$ cat src/rtl/uart_buffered_tx_pkg.sv
// Shared definitions for the buffered UART transmitter: frame FSM states and parity modes.
package uart_buffered_tx_pkg;

   localparam int unsigned PARITY_NONE   = 0;
   localparam int unsigned PARITY_EVEN   = 1;
   localparam int unsigned PARITY_ODD    = 2;
   localparam int unsigned MAX_DATAWIDTH = 9;

   typedef enum logic [2:0] {
      ST_IDLE   = 3'd0,
      ST_START  = 3'd1,
      ST_DATA   = 3'd2,
      ST_PARITY = 3'd3,
      ST_STOP   = 3'd4
   } tx_state_t;

   // Parity bit for a zero-extended data word; zero padding leaves the XOR unchanged.
   function automatic logic parity_bit(input logic [MAX_DATAWIDTH-1:0] data,
                                       input int unsigned mode);
      return (mode == PARITY_ODD) ? ~(^data) : (^data);
   endfunction

endpackage

$ cat src/rtl/uart_buffered_tx_fifo.sv
// Single-clock show-ahead FIFO with registered count and full/empty flags.
module uart_buffered_tx_fifo #(
   parameter int unsigned WIDTH = 8,
   parameter int unsigned DEPTH = 16
) (
   input  logic                   clk,
   input  logic                   rst_n,
   input  logic [WIDTH-1:0]       wr_data,
   input  logic                   wr_en,
   input  logic                   rd_en,
   output logic [WIDTH-1:0]       rd_data,
   output logic                   full,
   output logic                   empty,
   output logic [$clog2(DEPTH):0] count
);

   localparam int unsigned AW = $clog2(DEPTH);
   localparam int unsigned CW = AW + 1;

   logic [WIDTH-1:0] mem [DEPTH];
   logic [AW-1:0]    wr_ptr;
   logic [AW-1:0]    rd_ptr;
   logic             do_wr_c;
   logic             do_rd_c;
   logic [CW-1:0]    count_nxt_c;

   assign do_wr_c = wr_en & ~full;
   assign do_rd_c = rd_en & ~empty;
   assign rd_data = mem[rd_ptr];

   always_comb begin
      count_nxt_c = count;
      case ({do_wr_c, do_rd_c})
         2'b10:   count_nxt_c = count + CW'(1);
         2'b01:   count_nxt_c = count - CW'(1);
         default: count_nxt_c = count;
      endcase
   end

   // Flags are registered from the next count so they track count exactly.
   always_ff @(posedge clk or negedge rst_n) begin
      if (!rst_n) begin
         wr_ptr <= '0;
         rd_ptr <= '0;
         count  <= '0;
         full   <= 1'b0;
         empty  <= 1'b1;
      end else begin
         if (do_wr_c) wr_ptr <= wr_ptr + AW'(1);
         if (do_rd_c) rd_ptr <= rd_ptr + AW'(1);
         count <= count_nxt_c;
         full  <= (count_nxt_c == CW'(DEPTH));
         empty <= (count_nxt_c == '0);
      end
   end

   always_ff @(posedge clk) begin
      if (do_wr_c) mem[wr_ptr] <= wr_data;
   end

endmodule

$ cat src/rtl/uart_buffered_tx.sv
// FIFO-buffered UART transmitter: queues bytes and emits back-to-back LSB-first frames on txd.
module uart_buffered_tx
   import uart_buffered_tx_pkg::*;
#(
   parameter int unsigned datawidth  = 8,
   parameter int unsigned Baudrate   = 9600,
   parameter int unsigned CLK_FREQ   = 50000000,
   parameter int unsigned FIFO_DEPTH = 16,
   parameter int unsigned PARITY     = 0,
   parameter int unsigned STOP_BITS  = 1
) (
   input  logic                        clk,
   input  logic                        rst_n,
   input  logic [datawidth-1:0]        data_in,
   input  logic                        in_valid,
   output logic                        in_ready,
   output logic                        txd,
   output logic                        busy,
   output logic [$clog2(FIFO_DEPTH):0] fifo_count
);

   localparam int unsigned BAUD_DIV = CLK_FREQ / Baudrate;
   localparam int unsigned CNT_W    = $clog2(BAUD_DIV);
   localparam int unsigned IDX_W    = 4;

   tx_state_t             state, state_nxt;
   logic [CNT_W-1:0]      baud_cnt, baud_cnt_nxt;
   logic [IDX_W-1:0]      bit_idx, bit_idx_nxt;
   logic [datawidth-1:0]  shreg, shreg_nxt;
   logic                  par, par_nxt;
   logic                  load_c;
   logic                  pop_c;
   logic                  bit_tick_c;
   logic                  txd_c;
   logic                  busy_c;
   logic [datawidth-1:0]  fifo_head;
   logic                  fifo_full;
   logic                  fifo_empty;

   uart_buffered_tx_fifo #(
      .WIDTH (datawidth),
      .DEPTH (FIFO_DEPTH)
   ) u_fifo (
      .clk     (clk),
      .rst_n   (rst_n),
      .wr_data (data_in),
      .wr_en   (in_valid),
      .rd_en   (pop_c),
      .rd_data (fifo_head),
      .full    (fifo_full),
      .empty   (fifo_empty),
      .count   (fifo_count)
   );

   assign in_ready   = ~fifo_full;
   assign bit_tick_c = (baud_cnt == CNT_W'(BAUD_DIV - 1));
   assign busy_c     = (state != ST_IDLE) | (fifo_count != '0);

   // Frame sequencing; a finishing stop bit reloads straight into START when bytes are waiting.
   always_comb begin
      state_nxt    = state;
      baud_cnt_nxt = baud_cnt;
      bit_idx_nxt  = bit_idx;
      shreg_nxt    = shreg;
      par_nxt      = par;
      load_c       = 1'b0;
      txd_c        = 1'b1;

      if (state != ST_IDLE) baud_cnt_nxt = bit_tick_c ? '0 : baud_cnt + CNT_W'(1);

      case (state)
         ST_IDLE: begin
            txd_c        = 1'b1;
            baud_cnt_nxt = '0;
            if (!fifo_empty) load_c = 1'b1;
         end
         ST_START: begin
            txd_c = 1'b0;
            if (bit_tick_c) begin
               state_nxt   = ST_DATA;
               bit_idx_nxt = '0;
            end
         end
         ST_DATA: begin
            txd_c = shreg[0];
            if (bit_tick_c) begin
               shreg_nxt = shreg >> 1;
               if (bit_idx == IDX_W'(datawidth - 1)) begin
                  bit_idx_nxt = '0;
                  state_nxt   = (PARITY != PARITY_NONE) ? ST_PARITY : ST_STOP;
               end else begin
                  bit_idx_nxt = bit_idx + IDX_W'(1);
               end
            end
         end
         ST_PARITY: begin
            txd_c = par;
            if (bit_tick_c) begin
               state_nxt   = ST_STOP;
               bit_idx_nxt = '0;
            end
         end
         ST_STOP: begin
            txd_c = 1'b1;
            if (bit_tick_c) begin
               if (bit_idx == IDX_W'(STOP_BITS - 1)) begin
                  bit_idx_nxt = '0;
                  if (!fifo_empty) load_c = 1'b1;
                  else             state_nxt = ST_IDLE;
               end else begin
                  bit_idx_nxt = bit_idx + IDX_W'(1);
               end
            end
         end
         default: state_nxt = ST_IDLE;
      endcase

      if (load_c) begin
         state_nxt = ST_START;
         shreg_nxt = fifo_head;
         par_nxt   = parity_bit(MAX_DATAWIDTH'(fifo_head), PARITY);
      end
   end

   assign pop_c = load_c;

   always_ff @(posedge clk or negedge rst_n) begin
      if (!rst_n) begin
         state    <= ST_IDLE;
         baud_cnt <= '0;
         bit_idx  <= '0;
         shreg    <= '0;
         par      <= 1'b0;
         txd      <= 1'b1;
         busy     <= 1'b0;
      end else begin
         state    <= state_nxt;
         baud_cnt <= baud_cnt_nxt;
         bit_idx  <= bit_idx_nxt;
         shreg    <= shreg_nxt;
         par      <= par_nxt;
         txd      <= txd_c;
         busy     <= busy_c;
      end
   end

endmodule
$ cat config.mk
export PLATFORM = sky130hd
export DESIGN_NAME = uart_buffered_tx
export DESIGN_NICKNAME = d
export VERILOG_FILES = /design/src/rtl/uart_buffered_tx_pkg.sv /design/src/rtl/uart_buffered_tx_fifo.sv /design/src/rtl/uart_buffered_tx.sv
export SDC_FILE = /design/constraint.sdc
export NUM_CORES = 1
export LEC_CHECK = 0
export BUFFER_PORTS_ARGS = -buffer_cell sky130_fd_sc_hd__buf_2
export CORE_MARGIN = 2
export CORE_UTILIZATION = 45
export CTS_CLUSTER_SIZE = 8
export DETAILED_ROUTE_END_ITERATION = 10
export PLACE_DENSITY = 0.66
export SLEW_MARGIN = 10
export SYNTH_ARGS = -nofsm -noshare
export SYNTH_HDL_FRONTEND = slang
export SYNTH_SLANG_ARGS = --single-unit
$ cat constraint.sdc
create_clock -name clk -period 4.1 [get_ports clk]
set_input_delay 0.205 -clock clk [delete_from_list [all_inputs] [get_ports clk]]
set_output_delay 0.205 -clock clk [all_outputs]
set_load 0.1 [all_outputs]
==> results.md <==
* Status: finished clean
* Final Power at 4.70 mW
* Internal at 3.43 mW
* Post-Synth Simple-Gate Area at 0.0908
* Synth Area in Compound Gates at 0.0567
* Number of max-cap violations at 0
* Synth top cells by count: edfxtp_1, nor2_1, dfrtp_1
* Post-synth top area share at 0.510
* Num CTS Buffers at 17
* CORE AREA at 16,500 um^2
* Async set or reset register ratio after synthesis at 0.264
* Die width at 133 um
* Setup TNS at 0 ns
* Relative slew slack at 0.299
* Worst skew pair latency at 0.43 ns
* DRC Markers at 0
* Crit Path Class: flop to flop
* Mean post-synth cell area at 15.6 um^2
* Via Count at 4,049
* GRT Residual Overflow at 0
* Slew Limit Fails at 0
* Global-route wire length before repair at 22,800 um
* Post-Synth XOR/XNOR Area at 0.0365
* Vias in the first global route at 4,165
* Logic pwr share at 0.147
* EDFF count, synth at 128
* Multiplexer share of the synthesized area at 0.108
* P_sw at 1.27 mW
* Worst EP arrival at 3.78 ns
* Hold Slack at 0.172 ns
* Detailed Route WL at 14,300 um
* Clock transition at the registers of the reported paths at 0.07 ns
* Post-CTS Setup Bufs at 0
* Final Non-Filler Cells at 735
* Finished Cell Area at 8490 um^2
* Count of cell types in the netlist at 56
* DP Area at 7810 um^2
* Worst hold path type: input pin to flop
* Maximum fanout along the worst path at 8
* Worst setup EP type: flop
* Max Buffers Root-to-Sink at 2
* Max Fclk at 0.292 GHz
* Top cells by area, synth: edfxtp_1, dfrtp_1, mux4_2
* First-pass detailed-route iteration total at 5
* Register area share after synthesis at 0.663
* Routed WL per cell at 19.4 um
* Sequential power share at 0.466
* IO buf count at 18
* Largest area contributor in the netlist: edfxtp_1
* Top Ports at 19
* Final nets at 525
* Fin crit share at 0.835
* Ant diodes at 0
* Placed Instances at 703
* TritonCTS clock tree: yes
* Power Dens Cells at 554 nW/um^2
* Initial Util at 0.458
* Initial drt markers at 281
* Routability cong. at 0.803
* Post-synth net total at 504
* Worst-Margin Slew at 1.05 ns
* Dpl hpwl at 9020 um
* Main combinational cell family by area after synthesis: multiplexers
* Area of the die at 17,800 um^2
* Die span in y at 133 um
* Clock tree root driver cell: clkbuf_16
* Largest net degree at the start of global routing at 47
* Post-route ant nets at 0
* Worst vdd ir at 0.000326 V
* RSZ-0062 raised after global routing: no
* Mapped Area at 7540 um^2
* Clock power share at 0.387
* GRT Total Usage at 0.170
* Adder-Cell Fraction of Synth Area at 0.0183
* #FFs+latches synth at 174
* Post-synth top flop: edfxtp_1
* Gate Count Post-Synth at 482
* Count leader, synth: edfxtp_1
* Hold Fails Final Rpt at 0
* Sw Share at 0.271
* Vias per inst at 5.51
* Final Setup Violations at 0
* CP startpoint kind: flop
* Tmin final at 3.42 ns
* Row cnt at 47
* Initial antenna violation count at 0
* Skew final at 0.00603 ns
* Clock sink total at 174
* Area Growth Syn to Fin at 12.5%
* Yosys warnings at 0
* Critical path data required time at 4.46 ns
* Fraction of layout cells with a size suffix above 1 at 0.186
* Leak at 3.09 nW
* H-tree depth at 4
==> state kept, by name, indices dropped and copies added, names as in the netlist <==
signal	flops
baud_cnt	13
bit_idx	4
busy	1
par	1
shreg	8
state	3
txd	1
u_fifo.count	5
u_fifo.empty	1
u_fifo.full	1
u_fifo.mem	128
u_fifo.rd_ptr	4
u_fifo.wr_ptr	4
==> final cells by class <==
class	count	area (um^2)
Multi-Input combinational cell	273	2340
Clock inverter	13	236
Inverter	10	37.5
Tap cell	220	275
Fill cell	1355	7980
Sequential cell	174	5000
Clock buffer	18	429
Timing Repair Buffer	27	173
==> worst max-delay path: stages (launching register included) <==
cell and delay (ns):
dfrtp_1 0.42, inv_1 0.08, ha_1 0.15, nor3b_2 0.30, nand4_1 0.28, a211oi_4 0.52
xor2_1 0.19, ha_1 0.20, nor4bb_1 0.41, a21oi_1 0.12, o221ai_1 0.23, xor2_1 0.24
and3b_1 0.21
==> routing by layer <==
layer | track usage | vias up | wire length, um
li1 | - | 1880 | -
met1 | 0.228 | 2066 | 6370
met2 | 0.275 | 84 | 7170
met3 | 0.0350 | 19 | 467
met4 | 0.0691 | 0 | 242
met5 | 0 | - | 0
==> logic make-up after synthesis <==
logic type / Yosys count
AO/OA/AOI/OAI: 57
AND/OR/NAND/NOR: 139
XOR/XNOR: 29
flip-flops: 174
multiplexers: 37
buffers and inverters: 35
adder cells (fa/ha/maj): 11
==> metrics by stage <==
step	setup slack, ns	utilization
after global routing	0.373	0.515
final	0.675	0.515
after global placement	0.937	0.474
after floorplan	0.835	-
after CTS	0.716	0.515
after detailed placement	0.750	0.474
==> repair_timing <==
| action | CTS | global route |
|---|---|---|
| hold buffers | 1 | 0 |
| endpoints found under the hold margin | 18 | 0 |
| gates resized for setup | 0 | 0 |
==> cells in the final DEF (no fill, tap or decap), types with 3 or more instances in the layout <==
master | Yosys | layout
nand4_1 | 3 | 3
clkbuf_16 | 0 | 17
o21ai_0 | 9 | 9
buf_4 | 1 | 7
dfrtp_1 | 44 | 43
a21o_1 | 3 | 3
or2_2 | 3 | 3
mux2i_1 | 3 | 3
nor3_1 | 6 | 6
inv_1 | 10 | 10
a22oi_1 | 4 | 4
nor2b_1 | 4 | 4
edfxtp_1 | 128 | 128
xor2_1 | 11 | 11
inv_6 | 0 | 3
nor2_1 | 60 | 60
a22o_1 | 14 | 14
nor2_2 | 3 | 3
mux4_2 | 22 | 22
nand3_1 | 11 | 11
nand2b_1 | 6 | 6
ha_1 | 11 | 11
and3_1 | 6 | 6
a221oi_1 | 8 | 8
mux4_1 | 10 | 10
buf_2 | 4 | 18
a21oi_1 | 8 | 8
xnor2_1 | 16 | 16
nand2_1 | 23 | 23
bufinv_16 | 0 | 6
==> final timing paths <==
path / start / to / slack [ns] / cells past startpoint
worst max-delay path: bit_idx[0] / u_fifo.empty / 0.68 / 12
worst min-delay path: data_in[1] / u_fifo.mem[15][1] / 0.17 / 1
worst max register to register: bit_idx[0] / u_fifo.empty / 0.68 / 12
worst min register to register: baud_cnt[0] / baud_cnt[0] / 0.49 / 1
max in group asynchronous: rst_n / u_fifo.rd_ptr[0] / 2.88 / 2
min in group asynchronous: rst_n / baud_cnt[6] / 0.50 / 2
==> power by group through the flow <==
stage | combinational, mW | sequential (mW) | clock [mW]
after floorplan | 0.376 | 2.34 | 0
after global placement | 0.680 | 2.22 | 0
after detailed placement | 0.695 | 2.22 | 0
after CTS | 0.699 | 2.19 | 1.84
after global routing | 0.747 | 2.21 | 1.92
final | 0.693 | 2.19 | 1.82
No activity file was read; power rests on OpenSTA's default activity.
